==> src/rtl/mem_arbiter.sv <==
// mem_arbiter: round-robin arbiter sharing one single-port synchronous memory
// between NUM_CORES requesters. One access in flight at a time, three cycles
// per transaction (IDLE -> ACCESS -> WAIT -> IDLE).
//
// Ports:
//   clk, reset      clock / synchronous active-low reset
//   req, we         per-requester request and write enable
//   addr, wdata     per-requester address / write data, packed by requester
//   ack             one-hot, one-cycle completion pulse
//   rdata           read data, valid in the ack cycle of a read
//   grant           one-hot owner of the in-flight transaction, 0 when idle
//   mem_en, mem_we  memory strobe / write enable
//   mem_addr        memory address
//   mem_wdata       memory write data
//   mem_rdata       memory read data, valid the cycle after mem_en
module mem_arbiter #(
   parameter int NUM_CORES  = 2,
   parameter int MEM_WIDTH  = 32,
   parameter int ADDR_WIDTH = 8
) (
   input  logic                            clk,
   input  logic                            reset,
   input  logic [NUM_CORES-1:0]            req,
   input  logic [NUM_CORES-1:0]            we,
   input  logic [NUM_CORES*ADDR_WIDTH-1:0] addr,
   input  logic [NUM_CORES*MEM_WIDTH-1:0]  wdata,
   output logic [NUM_CORES-1:0]            ack,
   output logic [MEM_WIDTH-1:0]            rdata,
   output logic [NUM_CORES-1:0]            grant,
   output logic                            mem_en,
   output logic                            mem_we,
   output logic [ADDR_WIDTH-1:0]           mem_addr,
   output logic [MEM_WIDTH-1:0]            mem_wdata,
   input  logic [MEM_WIDTH-1:0]            mem_rdata
);
   localparam int LW = (NUM_CORES > 1) ? $clog2(NUM_CORES) : 1;

   typedef enum logic [1:0] {S_IDLE, S_ACCESS, S_WAIT} state_t;

   state_t                r_state, w_next;
   logic [LW-1:0]         r_last;
   logic [NUM_CORES-1:0]  r_grant, r_ack;
   logic                  r_mem_en, r_mem_we, r_is_wr;
   logic [ADDR_WIDTH-1:0] r_mem_addr;
   logic [MEM_WIDTH-1:0]  r_mem_wdata, r_rdata;

   logic [NUM_CORES-1:0]  w_elig, w_onehot;
   logic [LW-1:0]         w_win, w_idx;
   logic                  w_found;

   // A requester still holding req in its ack cycle must not be re-granted.
   assign w_elig = req & ~r_ack;

   // Rotating search starting just past the last winner.
   always_comb begin
      w_found  = 1'b0;
      w_win    = '0;
      w_idx    = '0;
      w_onehot = '0;
      for (int i = 1; i <= NUM_CORES; i++) begin
         w_idx = LW'((int'(r_last) + i) % NUM_CORES);
         if (!w_found && w_elig[w_idx]) begin
            w_found         = 1'b1;
            w_win           = w_idx;
            w_onehot[w_idx] = 1'b1;
         end
      end
   end

   always_ff @(posedge clk) begin
      if (!reset) r_state <= S_IDLE;
      else        r_state <= w_next;
   end

   always_comb begin
      w_next = r_state;
      case (r_state)
         S_IDLE:   if (w_found) w_next = S_ACCESS;
         S_ACCESS: w_next = S_WAIT;
         S_WAIT:   w_next = S_IDLE;
         default:  w_next = S_IDLE;
      endcase
   end

   always_ff @(posedge clk) begin
      if (!reset) begin
         r_last      <= LW'(NUM_CORES - 1);
         r_grant     <= '0;
         r_ack       <= '0;
         r_mem_en    <= 1'b0;
         r_mem_we    <= 1'b0;
         r_is_wr     <= 1'b0;
         r_mem_addr  <= '0;
         r_mem_wdata <= '0;
         r_rdata     <= '0;
      end else begin
         r_ack <= '0;
         case (r_state)
            S_IDLE: begin
               if (w_found) begin
                  r_grant     <= w_onehot;
                  r_mem_en    <= 1'b1;
                  r_mem_we    <= we[w_win];
                  r_is_wr     <= we[w_win];
                  r_mem_addr  <= addr[int'(w_win)*ADDR_WIDTH +: ADDR_WIDTH];
                  r_mem_wdata <= wdata[int'(w_win)*MEM_WIDTH +: MEM_WIDTH];
                  r_last      <= w_win;
               end
            end
            S_ACCESS: begin
               r_mem_en <= 1'b0;
               r_mem_we <= 1'b0;
            end
            S_WAIT: begin
               r_ack   <= r_grant;
               r_grant <= '0;
               // mem_we is already low here, so the write flag is kept apart.
               if (!r_is_wr) r_rdata <= mem_rdata;
            end
            default: ;
         endcase
      end
   end

   assign ack       = r_ack;
   assign grant     = r_grant;
   assign rdata     = r_rdata;
   assign mem_en    = r_mem_en;
   assign mem_we    = r_mem_we;
   assign mem_addr  = r_mem_addr;
   assign mem_wdata = r_mem_wdata;

endmodule

==> config.mk <==
export PLATFORM = sky130hd
export DESIGN_NAME = mem_arbiter
export DESIGN_NICKNAME = d
export VERILOG_FILES = /design/src/rtl/mem_arbiter.sv
export SDC_FILE = /design/constraint.sdc
export NUM_CORES = 1
export LEC_CHECK = 0
export BUFFER_PORTS_ARGS = -buffer_cell sky130_fd_sc_hd__buf_2
export CORE_MARGIN = 5
export CORE_UTILIZATION = 46
export DETAILED_ROUTE_END_ITERATION = 10
export HOLD_SLACK_MARGIN = 0.15
export PLACE_DENSITY_LB_ADDON = 0.08
export RECOVER_POWER = 100
export REMOVE_ABC_BUFFERS = 1
export SETUP_SLACK_MARGIN = 0.4
export SLEW_MARGIN = 20
export SYNTH_ARGS = -nofsm -noshare
export SYNTH_HDL_FRONTEND = slang
export SYNTH_SLANG_ARGS = --single-unit
==> constraint.sdc <==
create_clock -name clk -period 3.53 [get_ports clk]
set_input_delay 0.1765 -clock clk [delete_from_list [all_inputs] [get_ports clk]]
set_output_delay 0.1765 -clock clk [all_outputs]
set_load 0.005 [all_outputs]
==> impl_summary.md, run 1 <==
Timing
The clock period minus worst slack is 2.91 ns. Derived from the worst setup path, the maximum achievable clock frequency is about 340 MHz. The worst path setup slack after routing is roughly 0.62 ns.

The final hold violation count is 0. In the finished design, the share of the clock period the worst path needs comes to 0.823. The final setup TNS is 0 ns. Setup violations remaining at the end of the flow were counted as 0. The final clock skew is between 0.01 and 0.015 ns. The final count of pins violating max slew was 0. The worst max-slew margin expressed relative to the limit is 0.239. At the pin with the least slew margin, the transition time is 1.14 ns.

Setup repair after global routing left no endpoint under its margin.

CTS
CTS placed an instance of clkbuf_8 at the clock tree root. Gates resized during post-CTS repair numbered 0. TritonCTS built the clock tree. The level count of the clock H-tree is 3. The clock net in this run drives a total of 82 sinks. The later-pin clock latency in the skew report is 0.35 ns. The CTS clock-pin slew for the worst setup and hold paths is ~0.090 ns. The clock passes through at most 2 buffers. The number of buffers inserted during clock tree synthesis is 9.

GRT
The number of antenna violations at the first check in global routing is 0. For this run, the total global-route usage over all layers was measured as 0.269. For this run, global-route usage on met3 was measured as 0.0674. The total grt overflow is 0. The first global-routing pass estimated ~19 mm of wire. The highest-utilization routing layer at the global route stage is met2. Entering global routing, the biggest net connects between 40 and 50 pins. The routing usage on met2 is 0.455. The via count of the first global-routing pass is 3,957. In the global route stage, met1 resource usage came out at 0.324.

Logic synthesis
The number of flip-flops and latches in the synthesized netlist is 82. In this run the mean area of a mapped cell was 7.85 sq um. Sorting the synthesized cells by how often they occur yields nand2_1 (149), dfxtp_1 (82), o21ai_1 (41), a31oi_1 (40), a21oi_1 (35). During synthesis, Yosys emitted a total of 0 warnings. The async set-reset flop share out of synthesis is 0.

The most common flop cell mapped by yosys is dfxtp_1. The area fraction of the dominant cell type after synthesis is 0.519. Of the synthesized area, sequential elements account for 0.519. The leading cell type by number of instances after synthesis is nand2_1.

The synthesized netlist contains 25 unique library cells. Summing every instance area after synthesis gives roughly 3200 sq um. By area the synthesized netlist is led by dfxtp_1 (52%), nand2_1 (18%), a31oi_1 (7.9%).

Of all cell types, the one taking the most synthesized area is dfxtp_1. In the synthesized netlist, the number of instances is ~400. The number of enable-type register cells in the synthesized netlist is 0.

Placement
The placed standard-cell area is 4150 sq um. The pre-CTS setup slack is 1.57 ns. The sum of net half-perimeters after detailed placement is 6.77 mm.

The placer congestion estimate is 0.746. The count of buffers added on input and output ports is just under 200.

Layout
The area growth from synthesis to layout is 70.6%. The final layout net count is between 800 and 900. After routing the design area is 5400 sq um. The share of post-route cells with drive strength above 1 is 0.231.

Pwr
Of the total power, combinational logic draws 0.224. The share of total power consumed by net switching is 0.274. The sequential share of power is 0.467. The reported net switching power is roughly 610 uW.

The total power draw is 2240 uW. Cell internal power was estimated by the tool at between 1500 and 2000 uW. The share of power burned in the clock network is 0.309. Summed over all cells, the static leakage comes to around 0.0024 uW. The ratio of total power to cell area is 415 nW/um^2.

Across the VDD grid, the largest voltage drop is around 0.00024 V.

Worst setup path
The worst setup path is launched from a register. The maximum fanout along the worst path is 40. STA puts the critical path data arrival time at 3.19 ns.

The kind of critical path is reg2reg. In this design, the stage delay of the slowest critical-path cell is 0.67 ns. STA puts the critical path data required time at 3.82 ns.

The signal on the critical path passes through nand2b_1, a211oi_4, clkbuf_2, o21ai_0, a31oi_1, dlygate4sd3_1. The worst setup path is captured at a register. For this design, the slowest cell found on the critical path is a211oi_4.

Floorplan
Pin placement for this block handled 196 I/O pins. The die is 92.9 um wide. The die footprint is 8630 sq um. The core footprint is 6760 sq um. From bottom edge to top edge, the die measures 92.9 um.

For this configuration, the core starts out at a cell density of 0.468. Row generation in the floorplan step produced 30 rows.

Detailed routing
Wires add up to 11.9 mm. For this block, the via count after detailed routing is 4,054. The remaining antenna violation count is 0. Using the TritonRoute via totals, the vias-per-cell ratio works out to a little over 5. After detailed routing, the number of remaining DRC violations is 0.

In this run, the number of DRC markers left after iteration 0 of detailed routing was 173. Dividing the detail-routed wire length by the instance count gives approximately 15 um. The detailed-routing iteration count for the pre-antenna-repair pass is 5.

Flow run
The reported max-cap violation count is 0.

Hold path
The path class of the tightest hold or removal check is in2reg.

Status
The run finished with clean final reports.
-- stage by stage --
stage | utilization | hold slack [ns] | instances
after floorplan | - | 0.248 | 371
after global placement | 0.614 | 0.418 | 653
after global routing | 0.798 | 0.192 | 782
final | 0.799 | 0.198 | 783
after CTS | 0.811 | 0.185 | 781
after detailed placement | 0.614 | 0.422 | 653
-- cell type report --
class | instances | area (sq um)
Timing Repair Buffer | 315 | 2080
Sequential cell | 82 | 1640
Fill cell | 468 | 1360
Multi-Input combinational cell | 286 | 1360
Clock buffer | 11 | 151
Tap cell | 80 | 100
Clock inverter | 5 | 52.6
Inverter | 3 | 11.3
Antenna cell | 1 | 2.50
-- kinds of logic after synthesis --
family	Yosys count	share of synthesized area
compound gates	121	0.216
simple gates	164	0.208
buf+inv	35	0.0534
flops	82	0.519
mux	1	0.00317
-- power by group through the flow --
stage / clock network [uW] / logic, uW / registers [uW]
floorplan: 0 / 164 / 1070
global placement: 0 / 368 / 1060
detailed placement: 0 / 374 / 1060
CTS: 701 / 509 / 1040
global route: 741 / 551 / 1060
finish: 693 / 502 / 1050
-- path summary, 6_finish.rpt --
kind,start,end,slack [ns],cells past startpoint
worst max-delay path,ack[0]$_SDFF_PN0_,mem_wdata[16]$_SDFFE_PN0P_,0.62,6
worst min-delay path,we[1],r_is_wr$_SDFFE_PN0P_,0.20,3
worst max register to register,ack[0]$_SDFF_PN0_,mem_wdata[16]$_SDFFE_PN0P_,0.62,6
worst min register to register,rdata[4]$_SDFFE_PN0P_,rdata[4]$_SDFFE_PN0P_,0.46,2
-- placed cells by master, fill, tap and decap left out, types with 3 or more instances in the layout --
master and n:
a21oi_1 35, clkbuf_1 62, buf_2 134, o21ai_0 22
buf_4 4, nand2b_1 3, clkbuf_8 11, dfxtp_1 82
a31oi_1 40, dlygate4sd3_1 112, nand2_1 149, clkinv_2 3
o21ai_1 19
-- worst max-delay path: cells and delay by family (launching register included) --
family | cells | cell delay (ns)
AOI/OAI and AO/OA | 3 | 1.10
buffers and inverters | 2 | 1.21
DFF | 1 | 0.32
and+or+nand+nor | 1 | 0.20
-- state kept, by name, summed over array words and instances (netlist names) --
register / flops
ack: 2
grant: 2
mem_addr: 8
mem_en: 1
mem_wdata: 32
mem_we: 1
r_is_wr: 1
r_last: 1
r_state: 2
rdata: 32
-- metal layers --
metal / vias to the layer above / wire, um
li1: 1949 / -
met1: 1853 / 4800
met2: 219 / 5820
met3: 33 / 1010
met4: 0 / 319
met5: - / 0
-- timing repair --
item | CTS | global route
hold buffers | 112 | 0
hold endpoints to repair | 72 | 0
setup buffers | 0 | 0
(Power assumes the default switching activity.)
==> run 2: changes to the inputs <==
Settings changed: CORE_UTILIZATION 46 to 43.
Clock period 3.53 ns to 3 ns, I/O delays scaled along.
==> run 2 against run 1 <==
  * Routed wire length increased by 0.66%
  * Sequential share of layout area decreased by 0.58 points
  * Die area increased by 6.2%
  * Critical endpoint is now mem_wdata[31]$_SDFFE_PN0P_
  * Largest power group unchanged
  * Critical path type unchanged
  * Hold slack got worse by 0.024 ns
  * Flip-flop and latch count unchanged
  * Utilization decreased by 3.6 points
==> impl_summary.md, run 2 (synthesized netlist as in run 1, its figures left out) <==
Worst setup path
The worst setup path is launched from a register. The path depth of the worst reg2reg path is 6 (unchanged). The endpoint identified for the worst register-to-register timing path is mem_wdata[31]$_SDFFE_PN0P_. The data arrival time of the critical path is 2.91 ns (-0.28 ns). The sort of element at the end of the critical path is a register. The maximum fanout along the worst path came to 23 (-43%).

The startpoint of the most critical register-to-register path is ack[0]$_SDFF_PN0_. The worst setup path is of the reg2reg kind. The register-to-register setup slack is 0.38 ns (-0.25 ns). The required time reported for the critical path endpoint is 3.29 ns (-0.53 ns).

GRT
The global-route usage over all layers is 0.256 (-0.0131). The number of antenna violations at the first check in global routing is 0 (unchanged). The first-pass GRT wire length is 18.4 mm (-1.1%). The total grt overflow is 0 (unchanged). The via count of the first global-routing pass is 4,059 (+2.6%). The largest net degree at the start of global routing came to 42 (-14%).

Pwr
The ratio of total power to cell area came to 493 nW/um^2 (+19%). The maximum vdd ir drop is 0.000272 V (+15%). The leakage power came to 0.00246 uW (+1.9%).

Floorplan
The core footprint is 7210 sq um (+6.8%). The die outline width is 95.8 um (+3.1%). The die footprint is 9170 sq um (+6.2%). The number of placed I/O pins is 196 (unchanged). The height of the die is 95.8 um (+3.1%). The effective utilization at floorplan came to 0.438 (-0.0297).

The number of rows created at floorplan is 31 (+3.3%).

Layout
The share of post-route cells with drive strength above 1 came to 0.237 (+0.00585). The number of inserted diodes is 0 (-1). The final layout net count is 823 (+0.98%).

The post-route standard cell area excluding fillers is 5500 sq um (+1.9%). The filler cell count in the final layout is 549 (+17%). In the layout the commonest cells are nand2_1 (149), buf_2 (136), dlygate4sd3_1 (114). The final standard cell utilization of the core is 0.762 (-0.0361). The combined area of the multi-input logic cells was 1350 sq um (-0.92%). The area growth from synthesis to layout is 74.0%. The library cell used most frequently in the layout, excluding fill and tap cells, is nand2_1. The area used by sequential logic in the layout came to 1640 sq um (unchanged).

Hold path
The worst hold path class is in2reg. The endpoint of the worst hold-timing path is r_is_wr$_SDFFE_PN0P_. The startpoint identified for the worst hold timing path is we[0]. The count of cells along the worst hold path is 3 (unchanged).

Timing
The number of setup violations in the final report is 0 (unchanged). The final critical-path share of the clock period is 0.874 (+0.0507). The worst hold margin is 0.174 ns (-0.0242 ns). The transition time at the pin with the least slew margin is 1.36 ns (+0.215 ns). The final setup TNS is 0 ns (unchanged). The worst max-slew margin expressed relative to the limit is 0.0961 (-0.143). The highest achievable clock rate came to 382 MHz (+11%).

The final count of pins violating max slew is 0 (unchanged). The clock period minus worst slack is 2.62 ns (-0.284 ns). The final hold violation count is 0 (unchanged).

Setup repair after global routing left no endpoint under its margin. The final clock skew came to 0.00686 ns (-0.00571 ns).

Placement
The number of I/O port buffers is 195 (unchanged). The placer congestion estimate came to 0.801 (+7.3%). The sum of net half-perimeters after detailed placement is 6.85 mm (+1.1%). The placed standard-cell area is 4190 sq um (+0.93%).

CTS
TritonCTS built the clock tree. The number of buffers inserted during clock tree synthesis was 9 (unchanged). The later-pin clock latency in the skew report is 0.35 ns (about the same).

The count of clock tree sinks was 82 (unchanged). The maximum root-to-sink buffer count was 2 (unchanged). The tree is rooted in a clkbuf_8. The CTS clock-pin slew for the worst setup and hold paths is 0.08 ns (about the same).

The level count of the clock H-tree is 3 (unchanged).

Detailed routing
The detailed-routing iteration count for the pre-antenna-repair pass is 5 (unchanged). The wire length after detailed routing came to 12.0 mm (+0.66%). The routed via count is 4,085 (+0.76%).

The average detailed-routed wire length per instance is 14.9 um (-2.6%). The number of DRC violations after detailed routing is 0 (unchanged). The remaining antenna violation count is 0 (unchanged). The number of DRC markers after the initial detailed-route iteration is 142 (-18%). The vias per cell is 5.05 (-2.5%).

Flow run
The reported max-cap violation count is 0 (unchanged).

Status
The flow ran to the end, and the final reports show no timing, DRC or antenna violations.
## run 2: through the flow
step                      total power [uW]  instances  setup WS, ns
final                                 2710        809         0.379
after global routing                  2850        809         0.222
after CTS                             2720        804         0.554
after detailed placement              1690        674          1.09
after global placement                1690        674          1.17
after floorplan                       1450        371         0.234
## run 2: power by group
part	internal, uW	switching [uW]
clock	467	397
combinational	332	286
sequential	1180	52.0
total	1980	735
## run 2: layout make-up
| type | count | share of cell area |
|---|---|---|
| inverters | 3 | 0.00205 |
| flip-flops and latches | 82 | 0.298 |
| repair buffers | 323 | 0.393 |
| multi-input cells | 286 | 0.245 |
| clock inverters | 7 | 0.0171 |
| clock buffers | 9 | 0.0225 |
| well taps | 99 | 0.0225 |
## run 2: repair_timing
item / CTS / global route
setup endpoints to repair: 0 / 14
hold endpoints to repair: 74 / 0
setup buffers: 0 / 5
resized for setup: 0 / 0
hold buffers: 114 / 0
## run 2: routing by layer
layer  wire [um]  track usage  part of all wire  vias up
li1            -            -                 -     1967
met1        4660        0.290              0.39     1863
met2        5940        0.438              0.49      219
met3        1050       0.0758             0.087       36
met4         378        0.128             0.031        0
met5           0            0                 0        -
## run 2: how the worst max path moves through the flow
stage	start	endpoint	slack, ns	cells after the start
global route	ack[0]$_SDFF_PN0_	mem_wdata[2]$_SDFFE_PN0P_	0.22	6
finish	ack[0]$_SDFF_PN0_	mem_wdata[31]$_SDFFE_PN0P_	0.38	6
detailed placement	ack[0]$_SDFF_PN0_	mem_addr[0]$_SDFFE_PN0P_	1.09	5
global placement	ack[0]$_SDFF_PN0_	mem_addr[6]$_SDFFE_PN0P_	1.17	5
CTS	ack[0]$_SDFF_PN0_	mem_addr[0]$_SDFFE_PN0P_	0.55	6
floorplan	ack[0]$_SDFF_PN0_	mem_we$_SDFFE_PN0P_	0.23	4
## run 2: critical path, stage by stage, from the launching register on
cell           delay (ns)
dfxtp_1              0.32
nand3b_1             0.17
nand2_1              0.58
clkbuf_2             0.55
nand2_1              0.13
a31oi_1              0.22
dlygate4sd3_1        0.57
